**config.mk**
```make
export PLATFORM = sky130hd
export DESIGN_NAME = capture_seq_flat
export DESIGN_NICKNAME = d
export VERILOG_FILES = /design/src/rtl/capture_seq_pkg.sv /design/src/rtl/capture_seq_if.sv /design/src/rtl/capture_seq_decimator.sv /design/src/rtl/posedge_detector.sv /design/src/rtl/capture_seq.sv /design/src/flat_wrapper.sv
export SDC_FILE = /design/constraint.sdc
export NUM_CORES = 1
export LEC_CHECK = 0
export BUFFER_PORTS_ARGS = -buffer_cell sky130_fd_sc_hd__buf_4
export CAP_MARGIN = 20
export CORE_MARGIN = 2
export CORE_UTILIZATION = 50
export CTS_CLUSTER_SIZE = 28
export DETAILED_ROUTE_END_ITERATION = 16
export GPL_TIMING_DRIVEN = 0
export HOLD_SLACK_MARGIN = 0.03
export MAX_ROUTING_LAYER = met4
export PLACE_DENSITY = 0.71
export SYNTH_ARGS = -nofsm -noshare
export SYNTH_HDL_FRONTEND = slang
export SYNTH_HIERARCHICAL = 1
export SYNTH_SLANG_ARGS = --single-unit
```
**constraint.sdc**
```tcl
create_clock -name pdh_clk -period 6.7 [get_ports pdh_clk]
set_input_delay 0 -clock pdh_clk [delete_from_list [all_inputs] [get_ports pdh_clk]]
set_output_delay 0 -clock pdh_clk [all_outputs]
set_load 0.005 [all_outputs]
```
**src/rtl/capture_seq_pkg.sv**
```systemverilog
// Shared types for the PDH capture sequencer.
package pdh_capture_pkg;

  typedef enum logic [2:0] {
    IDLE,
    PRE,
    ARMED,
    POST,
    AWAIT_DMA,
    DONE
  } capture_state_t;

  typedef enum logic {
    MODE_IMMEDIATE = 1'b0,
    MODE_TRIGGERED = 1'b1
  } capture_mode_t;

  function automatic bit is_pow2(input int unsigned n);
    return (n != 0) && ((n & (n - 1)) == 0);
  endfunction

endpackage

```
**src/rtl/capture_seq_if.sv**
```systemverilog
// BRAM write port driven by the capture sequencer.
interface capture_seq_if #(
  parameter int AW = 14,
  parameter int DW = 64
) ();
  logic          bram_we_o;
  logic [AW-1:0] bram_waddr_o;
  logic [DW-1:0] bram_wdata_o;

  modport master (output bram_we_o, bram_waddr_o, bram_wdata_o);
  modport slave  (input  bram_we_o, bram_waddr_o, bram_wdata_o);
endinterface

```
**src/rtl/capture_seq_decimator.sv**
```systemverilog
// Decimation counter: strobe when the count is zero, wrap after reaching i_dec.
module capture_decimator #(
  parameter int DECW = 16
) (
  input  logic            clk,
  input  logic            rst,
  input  logic            i_clr,
  input  logic            i_en,
  input  logic [DECW-1:0] i_dec,
  output logic            o_stb
);
  logic [DECW-1:0] r_cnt;

  always_ff @(posedge clk or posedge rst)
    if (rst)        r_cnt <= '0;
    else if (i_clr) r_cnt <= '0;
    else if (i_en)  r_cnt <= (r_cnt == i_dec) ? '0 : r_cnt + DECW'(1);

  assign o_stb = (r_cnt == '0);
endmodule

```
**src/rtl/posedge_detector.sv**
```systemverilog
// Rising-edge detector: combinational pulse on the cycle the input is first seen high.
module posedge_detector (
  input  logic clk,
  input  logic rst,
  input  logic i_sig,
  output logic o_rise
);
  logic r_q;

  always_ff @(posedge clk or posedge rst)
    if (rst) r_q <= 1'b0;
    else     r_q <= i_sig;

  assign o_rise = i_sig & ~r_q;
endmodule

```
**src/rtl/capture_seq.sv**
```systemverilog
// Capture sequencer: decimated sample stream into a BRAM, immediate or triggered
// with a circular pre-trigger window, then hand-off to DMA readout.
module capture_seq
  import pdh_capture_pkg::*;
#(
  parameter int DEPTH = 16384,
  parameter int AW    = $clog2(DEPTH),
  parameter int DW    = 64,
  parameter int DECW  = 16
) (
  input  logic            pdh_clk,
  input  logic            rst_i,
  input  logic            arm_i,
  input  logic            mode_i,
  input  logic            trig_i,
  input  logic [AW:0]     len_i,
  input  logic [AW-1:0]   pretrig_i,
  input  logic [DECW-1:0] dec_i,
  input  logic [DW-1:0]   din_i,
  input  logic            dma_done_i,
  capture_seq_if.master   bram,
  output logic [AW-1:0]   start_addr_o,
  output logic            dma_enable_o,
  output logic            transaction_complete_o,
  output logic            busy_o
);

  if (!is_pow2(DEPTH) || ((1 << AW) != DEPTH)) begin : g_depth_chk
    $error("capture_seq: DEPTH must be a power of two equal to 2**AW");
  end

  localparam logic [AW:0] DEPTH_W = (AW+1)'(DEPTH);

  capture_state_t  r_state, w_next;
  capture_mode_t   r_mode;
  logic [DECW-1:0] r_dec;
  logic [AW:0]     r_len, r_rem, w_len_eff, w_len_m1;
  logic [AW-1:0]   r_pre, w_pre_eff, r_waddr, r_start, r_wa;
  logic [DW-1:0]   r_wd;
  logic            r_we;
  logic            w_arm_edge, w_stb, w_start, w_trig, w_wr, w_run;

  posedge_detector u_arm_edge (
    .clk    (pdh_clk),
    .rst    (rst_i),
    .i_sig  (arm_i),
    .o_rise (w_arm_edge)
  );

  assign w_run = (r_state == PRE) || (r_state == ARMED) || (r_state == POST);

  capture_decimator #(.DECW(DECW)) u_dec (
    .clk   (pdh_clk),
    .rst   (rst_i),
    .i_clr (w_start),
    .i_en  (w_run),
    .i_dec (r_dec),
    .o_stb (w_stb)
  );

  // Pre-trigger is clamped to len-1 so at least one post-trigger sample lands.
  assign w_len_eff = (len_i == '0 || len_i > DEPTH_W) ? DEPTH_W : len_i;
  assign w_len_m1  = w_len_eff - (AW+1)'(1);
  assign w_pre_eff = ({1'b0, pretrig_i} > w_len_m1) ? AW'(w_len_m1) : pretrig_i;

  always_ff @(posedge pdh_clk or posedge rst_i)
    if (rst_i) r_state <= IDLE;
    else       r_state <= w_next;

  always_comb begin
    w_next  = r_state;
    w_start = 1'b0;
    w_trig  = 1'b0;
    w_wr    = 1'b0;
    case (r_state)
      IDLE, DONE:
        if (w_arm_edge) begin
          w_start = 1'b1;
          if (capture_mode_t'(mode_i) == MODE_IMMEDIATE) w_next = POST;
          else if (w_pre_eff == '0)                       w_next = ARMED;
          else                                            w_next = PRE;
        end
      PRE: begin
        w_wr = w_stb;
        if (w_stb && r_rem == (AW+1)'(1)) w_next = ARMED;
      end
      ARMED: begin
        // A strobe on the trigger cycle still lands as a pre-trigger sample.
        w_wr = w_stb && (r_pre != '0);
        if (trig_i && r_mode == MODE_TRIGGERED) begin
          w_trig = 1'b1;
          w_next = POST;
        end
      end
      POST:
        if (r_rem == '0) w_next = AWAIT_DMA;
        else             w_wr   = w_stb;
      AWAIT_DMA:
        if (dma_done_i) w_next = DONE;
      default: w_next = IDLE;
    endcase
  end

  always_ff @(posedge pdh_clk or posedge rst_i)
    if (rst_i) begin
      r_mode  <= MODE_IMMEDIATE;
      r_dec   <= '0;
      r_len   <= '0;
      r_pre   <= '0;
      r_rem   <= '0;
      r_waddr <= '0;
      r_start <= '0;
      r_we    <= 1'b0;
      r_wa    <= '0;
      r_wd    <= '0;
    end else begin
      r_we <= w_wr;
      if (w_wr) begin
        r_wa    <= r_waddr;
        r_wd    <= din_i;
        r_waddr <= r_waddr + AW'(1);
      end
      if (w_start) begin
        r_mode  <= capture_mode_t'(mode_i);
        r_dec   <= dec_i;
        r_len   <= w_len_eff;
        r_pre   <= w_pre_eff;
        r_waddr <= '0;
        r_start <= '0;
        r_rem   <= (capture_mode_t'(mode_i) == MODE_IMMEDIATE) ? w_len_eff : {1'b0, w_pre_eff};
      end else if (w_trig) begin
        r_rem   <= r_len - {1'b0, r_pre};
        r_start <= r_waddr + AW'(w_wr) - r_pre;
      end else if (w_wr && r_state != ARMED) begin
        r_rem <= r_rem - (AW+1)'(1);
      end
    end

  assign bram.bram_we_o         = r_we;
  assign bram.bram_waddr_o      = r_wa;
  assign bram.bram_wdata_o      = r_wd;
  assign start_addr_o           = r_start;
  assign dma_enable_o           = (r_state == AWAIT_DMA);
  assign transaction_complete_o = (r_state == DONE);
  assign busy_o                 = w_run || (r_state == AWAIT_DMA);

endmodule

```
**src/flat_wrapper.sv**
```systemverilog
// flat-port wrapper written by rule: the top's interface ports become plain ports
module capture_seq_flat import pdh_capture_pkg::*;
#(
  parameter int DEPTH = 16384,
  parameter int AW    = $clog2(DEPTH),
  parameter int DW    = 64,
  parameter int DECW  = 16
)
  (pdh_clk, rst_i, arm_i, mode_i, trig_i, len_i, pretrig_i, dec_i, din_i, dma_done_i, start_addr_o, dma_enable_o, transaction_complete_o, busy_o, bram_bram_we_o, bram_bram_waddr_o, bram_bram_wdata_o);
  capture_seq_if #(.AW(AW), .DW(DW)) bram_i ();
  input  logic pdh_clk;
  input  logic rst_i;
  input  logic arm_i;
  input  logic mode_i;
  input  logic trig_i;
  input  logic [AW:0] len_i;
  input  logic [AW-1:0] pretrig_i;
  input  logic [DECW-1:0] dec_i;
  input  logic [DW-1:0] din_i;
  input  logic dma_done_i;
  output logic [AW-1:0] start_addr_o;
  output logic dma_enable_o;
  output logic transaction_complete_o;
  output logic busy_o;
  output wire logic [$bits(bram_i.bram_we_o)-1:0] bram_bram_we_o;
  output wire logic [$bits(bram_i.bram_waddr_o)-1:0] bram_bram_waddr_o;
  output wire logic [$bits(bram_i.bram_wdata_o)-1:0] bram_bram_wdata_o;
  assign bram_bram_we_o = bram_i.bram_we_o;
  assign bram_bram_waddr_o = bram_i.bram_waddr_o;
  assign bram_bram_wdata_o = bram_i.bram_wdata_o;
  capture_seq #(.DEPTH(DEPTH), .AW(AW), .DW(DW), .DECW(DECW)) u_core (.pdh_clk(pdh_clk), .rst_i(rst_i), .arm_i(arm_i), .mode_i(mode_i), .trig_i(trig_i), .len_i(len_i), .pretrig_i(pretrig_i), .dec_i(dec_i), .din_i(din_i), .dma_done_i(dma_done_i), .bram(bram_i), .start_addr_o(start_addr_o), .dma_enable_o(dma_enable_o), .transaction_complete_o(transaction_complete_o), .busy_o(busy_o));
endmodule
```
== Word-level counts from Yosys, hierarchy flattened ==
Cells that the tools add are included.
Operators by class
  add/sub/neg operators: 7
  order comparisons: 2
  bitwise operators: 2
  reduce and logical (&&, ||, !) cells: 20
  muxes and demuxes: 27
  equal/unequal tests: 13
Operators by type and width (count)
  15-bit 2-to-1 mux: 5
  14-bit 2-to-1 mux: 5
  16-bit 2-to-1 mux: 3
  15-bit zero test: 2
  15-bit by 1-bit subtractor with 15-bit output, second input constant: 2
  3-bit 2-to-1 mux: 6
  16-bit by 1-bit adder with 16-bit output, second input constant: 1
  16-bit equality test: 1
  16-bit zero test: 1
  15-bit by 1-bit equality test with 1-bit output, second input constant: 1
  14-bit by 15-bit > comparator with 1-bit output: 1
  15-bit > comparator, second input constant: 1
  3-bit case mux with 5 select lines: 1
  15-bit by 14-bit subtractor with 15-bit output: 1
  14-bit by 1-bit adder with 14-bit output: 1
  14-bit by 1-bit adder with 14-bit output, second input constant: 1
  14-bit zero test: 1
  14-bit nonzero test: 1
  14-bit subtractor: 1
  2-bit != test, second input constant: 5
  3-bit by 2-bit equality test with 1-bit output, second input constant: 2
  3-bit equality test, second input constant: 2
  2-bit nonzero test: 3
  1-bit 2-to-1 mux: 5
  other kinds (12): 18
Word-level totals
  register bits after elaboration: 188
  input port bits: 115

== Logic depth before layout (Yosys ltp) ==
  depth in word-level cells: 11
  mapped depth: 20
  mapped depth without buffers: 18

== Cells and area by module ==
Netlist, hierarchy kept.
Modules (own cells, without submodules)
  capture_seq: times used 1, area an instance 9693.0 µm², cells each 1132, seq. area each 4279.1 µm²
  capture_decimator: times used 1, area an instance 1287.5 µm², cells each 128, seq. area each 400.4 µm²
  posedge_detector: times used 1, area an instance 42.5 µm², cells each 3, seq. area each 25.0 µm²

== Worst setup path before layout ==
Ideal clock, no wire load.
  path type: flip-flop to flip-flop
  start: register u_core.r_rem[8]
  end: register u_core.r_start[10], in the netlist u_core/start_addr_o[10]
  clock period less this slack: 4.249 ns
  buffers on the path: 2
  setup slack: 2.451 ns
  cell stages (with the launch flop): 20
  library setup time: 0.133 ns
  arrival time: 4.116 ns
  cells stage by stage: dfrtp_1 or4_1 nor4_2 a31oi_1 a31oi_1 nand2b_1 buf_2 clkbuf_1 ha_1 inv_1 ha_1 fa_1 a21o_1 a21oi_1 o21bai_1 a31o_2 a21oi_1 nor2b_1 xor2_1 o21ai_0
Between the ends
  longest elaborated chain between the ends: 7
Ends and longest elaborated chain
  start, declared: line capture_seq.sv:37  | logic [AW:0] r_len, r_rem, w_len_eff, w_len_m1;
  start signal, assigned: line capture_seq.sv:130  | r_rem <= (capture_mode_t'(mode_i) == MODE_IMMEDIATE) ? w_len_eff : {1'b0, w_pre_eff};
  start signal, assigned: line capture_seq.sv:132  | r_rem <= r_len - {1'b0, r_pre};
  start signal, assigned: line capture_seq.sv:135  | r_rem <= r_rem - (AW+1)'(1);
  15-bit zero test: line capture_seq.sv:96  | if (r_rem == '0) w_next = AWAIT_DMA;
  1-bit 2-to-1 mux: line capture_seq.sv:96
  1-bit case mux with 3 select lines: line capture_seq.sv:75  | case (r_state)
  14-bit by 1-bit adder with 14-bit output: line capture_seq.sv:133  | r_start <= r_waddr + AW'(w_wr) - r_pre;
  14-bit subtractor: line capture_seq.sv:133
  14-bit 2-to-1 mux: line capture_seq.sv:131  | end else if (w_trig) begin
  14-bit 2-to-1 mux: line capture_seq.sv:123  | if (w_start) begin
  end signal, assigned: line capture_seq.sv:133
  end, declared: line capture_seq.sv:38  | logic [AW-1:0] r_pre, w_pre_eff, r_waddr, r_start, r_wa;
No other way between the ends. The select of a mux whose other input is x is not followed.
A chain may end at the register's enable or synchronous reset.

== Worst setup path in the final report ==
Same ends and word-level chain as after synthesis.

==> flow_metrics.py <==
metrics = {
    "run_status": {
        "status": "completed",
    },
    "setup_path": {
        "path_depth": 19,
        "crit_slowest_cell": "or4_1",
        "worstSetupStartpointType": "flip-flop",
        "cp_num_buf_inv": 3,
        "worstRegToRegCells": 19,
        "cp_cell_sequence": "or4_1 -> nor4_2 -> a31oi_1 -> a31oi_1 -> nand2b_1 -> buf_2 -> clkbuf_1 -> ha_1 -> inv_1 -> ha_1 -> fa_1 -> a21o_1 -> a21oi_1 -> o21bai_1 -> a31o_2 -> a21oi_1 -> nor2b_1 -> xor2_1 -> o21ai_0",
        "crit_family": "simple AND/OR/NAND/NOR gates",
        "crit_required_ns": 7.00,
        "critPathCaptureType": "flip-flop",
        "max_stage_delay_ns": 0.60,
        "path_class": "flip-flop to flip-flop",
        "cp.arrival_ns": 5.55,
        "crit_fanout": 10,
    },
    "timing": {
        "tns_ns": 0,
        "slew_violations": 0,
        "setup_ws_ns": 1.45,
        "min_period_ns": 5.25,
        "setup_viol_count_final": 0,
        "skew_ns": 0.0142,
        "rsz0062_at_grt": "no",
        "relSlewSlack": 0.344,
        "finalHoldViolations": 0,
        "clock.fmax_ghz": 0.191,
        "worst_slew_pin_slew_ns": 0.977,
        "fin_crit_sh": 0.783,
    },
    "detailed_routing": {
        "dr.pass1.iters": 5,
        "ant_nets": 0,
        "route.detailed.drc": 0,
        "wirelength_um": 34000,
        "via_count": 10484,
        "post_drt_via_cell_ratio": 5.56,
        "avgRoutedWirePerCell_um": 18.0,
        "drtIter0Drc": 735,
    },
    "finish": {
        "antenna_cells": 0,
        "mostFrequentLayoutCell": "nand2_1",
        "nNetsFinal": 1769,
        "final_core_util": 0.671,
        "fin_cells": 1886,
        "design_area_sq_um": 14600,
        "layout_common_cells": "372 x nand2_1, 209 x buf_4, 188 x dfrtp_1",
        "syn_to_final_growth_pct": 32.4,
        "drive_above_1_share": 0.188,
    },
    "placement": {
        "place_congestion": 0.944,
        "dp_cells": 1750,
        "placed_area_sq_um": 13000,
        "port_buffers": 205,
        "dp_hpwl_um": 24100,
        "place_worst_setup_slack_ns": 1.47,
    },
    "power_and_ir_drop": {
        "ir_worst_vdd_mv": 0.179,
        "leakagePower_nw": 6.86,
        "power_density_nw_per_um2": 165,
    },
    "floorplanning": {
        "std_cell_rows": 54,
        "start_util": 0.507,
        "fp.dieW_um": 152,
        "ios": 211,
        "dieHeight_um": 152,
        "die_area_sq_um": 23300,
        "core_area_sq_um": 21800,
    },
    "synth": {
        "synthArstFlopShare": 1.00,
        "ys.flop_type": "dfrtp_1",
        "syn-num-nets": 1439,
        "avgSynthCellArea_sq_um": 8.73,
        "syn_inst": 1263,
        "synth_area_sq_um": 11000,
        "ys_warn_count": 6,
        "ys_types": 88,
        "synth_edf_count": 0,
        "ys_ff_latch": 188,
        "yosysSeqAreaShare": 0.427,
    },
    "cts": {
        "cts.htree.levels": 4,
        "cts_inserted_buffers": 17,
        "cts.clk_slew.worst_paths_ns": 0.08,
        "root_buffer": "clkbuf_16",
        "post_cts_resize_count": 0,
        "clockBufferDepth": 2,
        "clock_latency_ns": 0.44,
        "cts_sinks": 188,
        "tritoncts": "yes",
    },
    "global_routing": {
        "grt_max_degree": 94,
        "grt-ovfl-total": 0,
        "grt_pass1_vias": 10099,
        "antenna_found_initial": 0,
        "track_usage": 0.299,
        "grt_pass1_wl_um": 53800,
    },
    "job": {
        "cap_violations": 0,
    },
    "hold_path": {
        "hold_path_depth": 3,
        "hold_class": "input port to flip-flop",
    },
}
## synth_stat cells, types with 18 or more instances
| cell | number | area (sq um) |
|---|---|---|
| nand4_1 | 18 | 113 |
| nor2_1 | 56 | 210 |
| o21ai_0 | 70 | 350 |
| dfrtp_1 | 188 | 4700 |
| xnor2_1 | 48 | 420 |
| nor3_1 | 27 | 135 |
| nand2_1 | 372 | 1400 |
| nand3_1 | 21 | 105 |
| clkbuf_1 | 41 | 154 |
| ha_1 | 59 | 738 |
| inv_1 | 43 | 161 |
| a21oi_1 | 44 | 220 |
| xor2_1 | 18 | 158 |
## worst reg2reg max path, delay by kind of cell (launching register included)
family          cells  cell delay, ns
compound gates      8            1.42
simple gates        4            1.42
xor+xnor            1            0.16
fa+ha+maj           3            0.81
flops               1            0.46
buf+inv             3            0.83
## per-layer routing
layer	global-route usage	vias up	wire, um
met1	0.393	4977	14900
li1	-	5009	-
met2	0.469	409	16000
met4	0.124	0	1270
met3	0.0407	89	1910
met5	-	-	0
## cell type report
| type | count | area, sq um |
|---|---|---|
| plain buffers | 68 | 338 |
| clock buffers | 17 | 425 |
| clock inverters | 15 | 173 |
| fillers | 1783 | 7160 |
| inverters | 47 | 184 |
| multi-input cells | 960 | 5800 |
| flip-flops and latches | 188 | 4700 |
| well taps | 280 | 350 |
| repair buffers | 311 | 2620 |
## cells by family after synthesis
group,after synthesis,synth area share
compound gates,221,0.134
mux,20,0.0195
buf+inv,115,0.0467
simple gates,592,0.250
fa+ha+maj,61,0.0706
flops,188,0.427
xor+xnor,66,0.0524
## report_power, final
group	total, mW	leakage, nW	switching (mW)	internal [mW]
clock network	1.02	0.293	0.512	0.504
logic	0.251	4.39	0.127	0.124
registers	1.13	2.17	0.000275	1.13
total	2.40	6.86	0.639	1.76
## flip-flops by register name (all words and copies together) (netlist names)
signal / cells
u_core/r_mode: 1
u_core/bram.bram_waddr_o: 14
u_core/r_len: 15
u_core/u_dec/r_cnt: 16
u_core/start_addr_o: 14
u_core/u_arm_edge/r_q: 1
u_core/bram.bram_wdata_o: 64
u_core/r_waddr: 14
u_core/r_dec: 16
u_core/r_state: 3
u_core/r_rem: 15
u_core/bram.bram_we_o: 1
u_core/r_pre: 14
## final timing paths
kind / endpoint / from / slack [ns]
worst max-delay path: u_core/start_addr_o[10]$_DFFE_PP0P_ / u_core/r_rem[8]$_DFFE_PP0P_ / 1.45
worst min-delay path: u_core/r_rem[10]$_DFFE_PP0P_ / pretrig_i[10] / 0.07
worst max register to register: u_core/start_addr_o[10]$_DFFE_PP0P_ / u_core/r_rem[8]$_DFFE_PP0P_ / 1.45
worst min register to register: u_core/r_len[9]$_DFFE_PP0P_ / u_core/r_len[9]$_DFFE_PP0P_ / 0.48
max in group asynchronous: u_core/r_rem[0]$_DFFE_PP0P_ / rst_i / 5.67
min in group asynchronous: u_core/r_dec[13]$_DFFE_PP0P_ / rst_i / 0.18
## repair_timing
action / CTS / global route
buffers inserted: 0 / 0
hold buffers: 104 / 0
setup endpoints to repair: 0 / 0
endpoints found under the hold margin: 205 / 0
## through the flow
stage	total power, mW	hold WS (ns)
2_1_floorplan	1.25	-0.271
3_3_place_gp	1.35	-0.130
3_5_place_dp	1.35	-0.109
4_1_cts	2.42	0.0314
5_1_grt	2.49	0.0542
6_report	2.40	0.0702
Note: power is estimated with default switching activity, not from simulation.
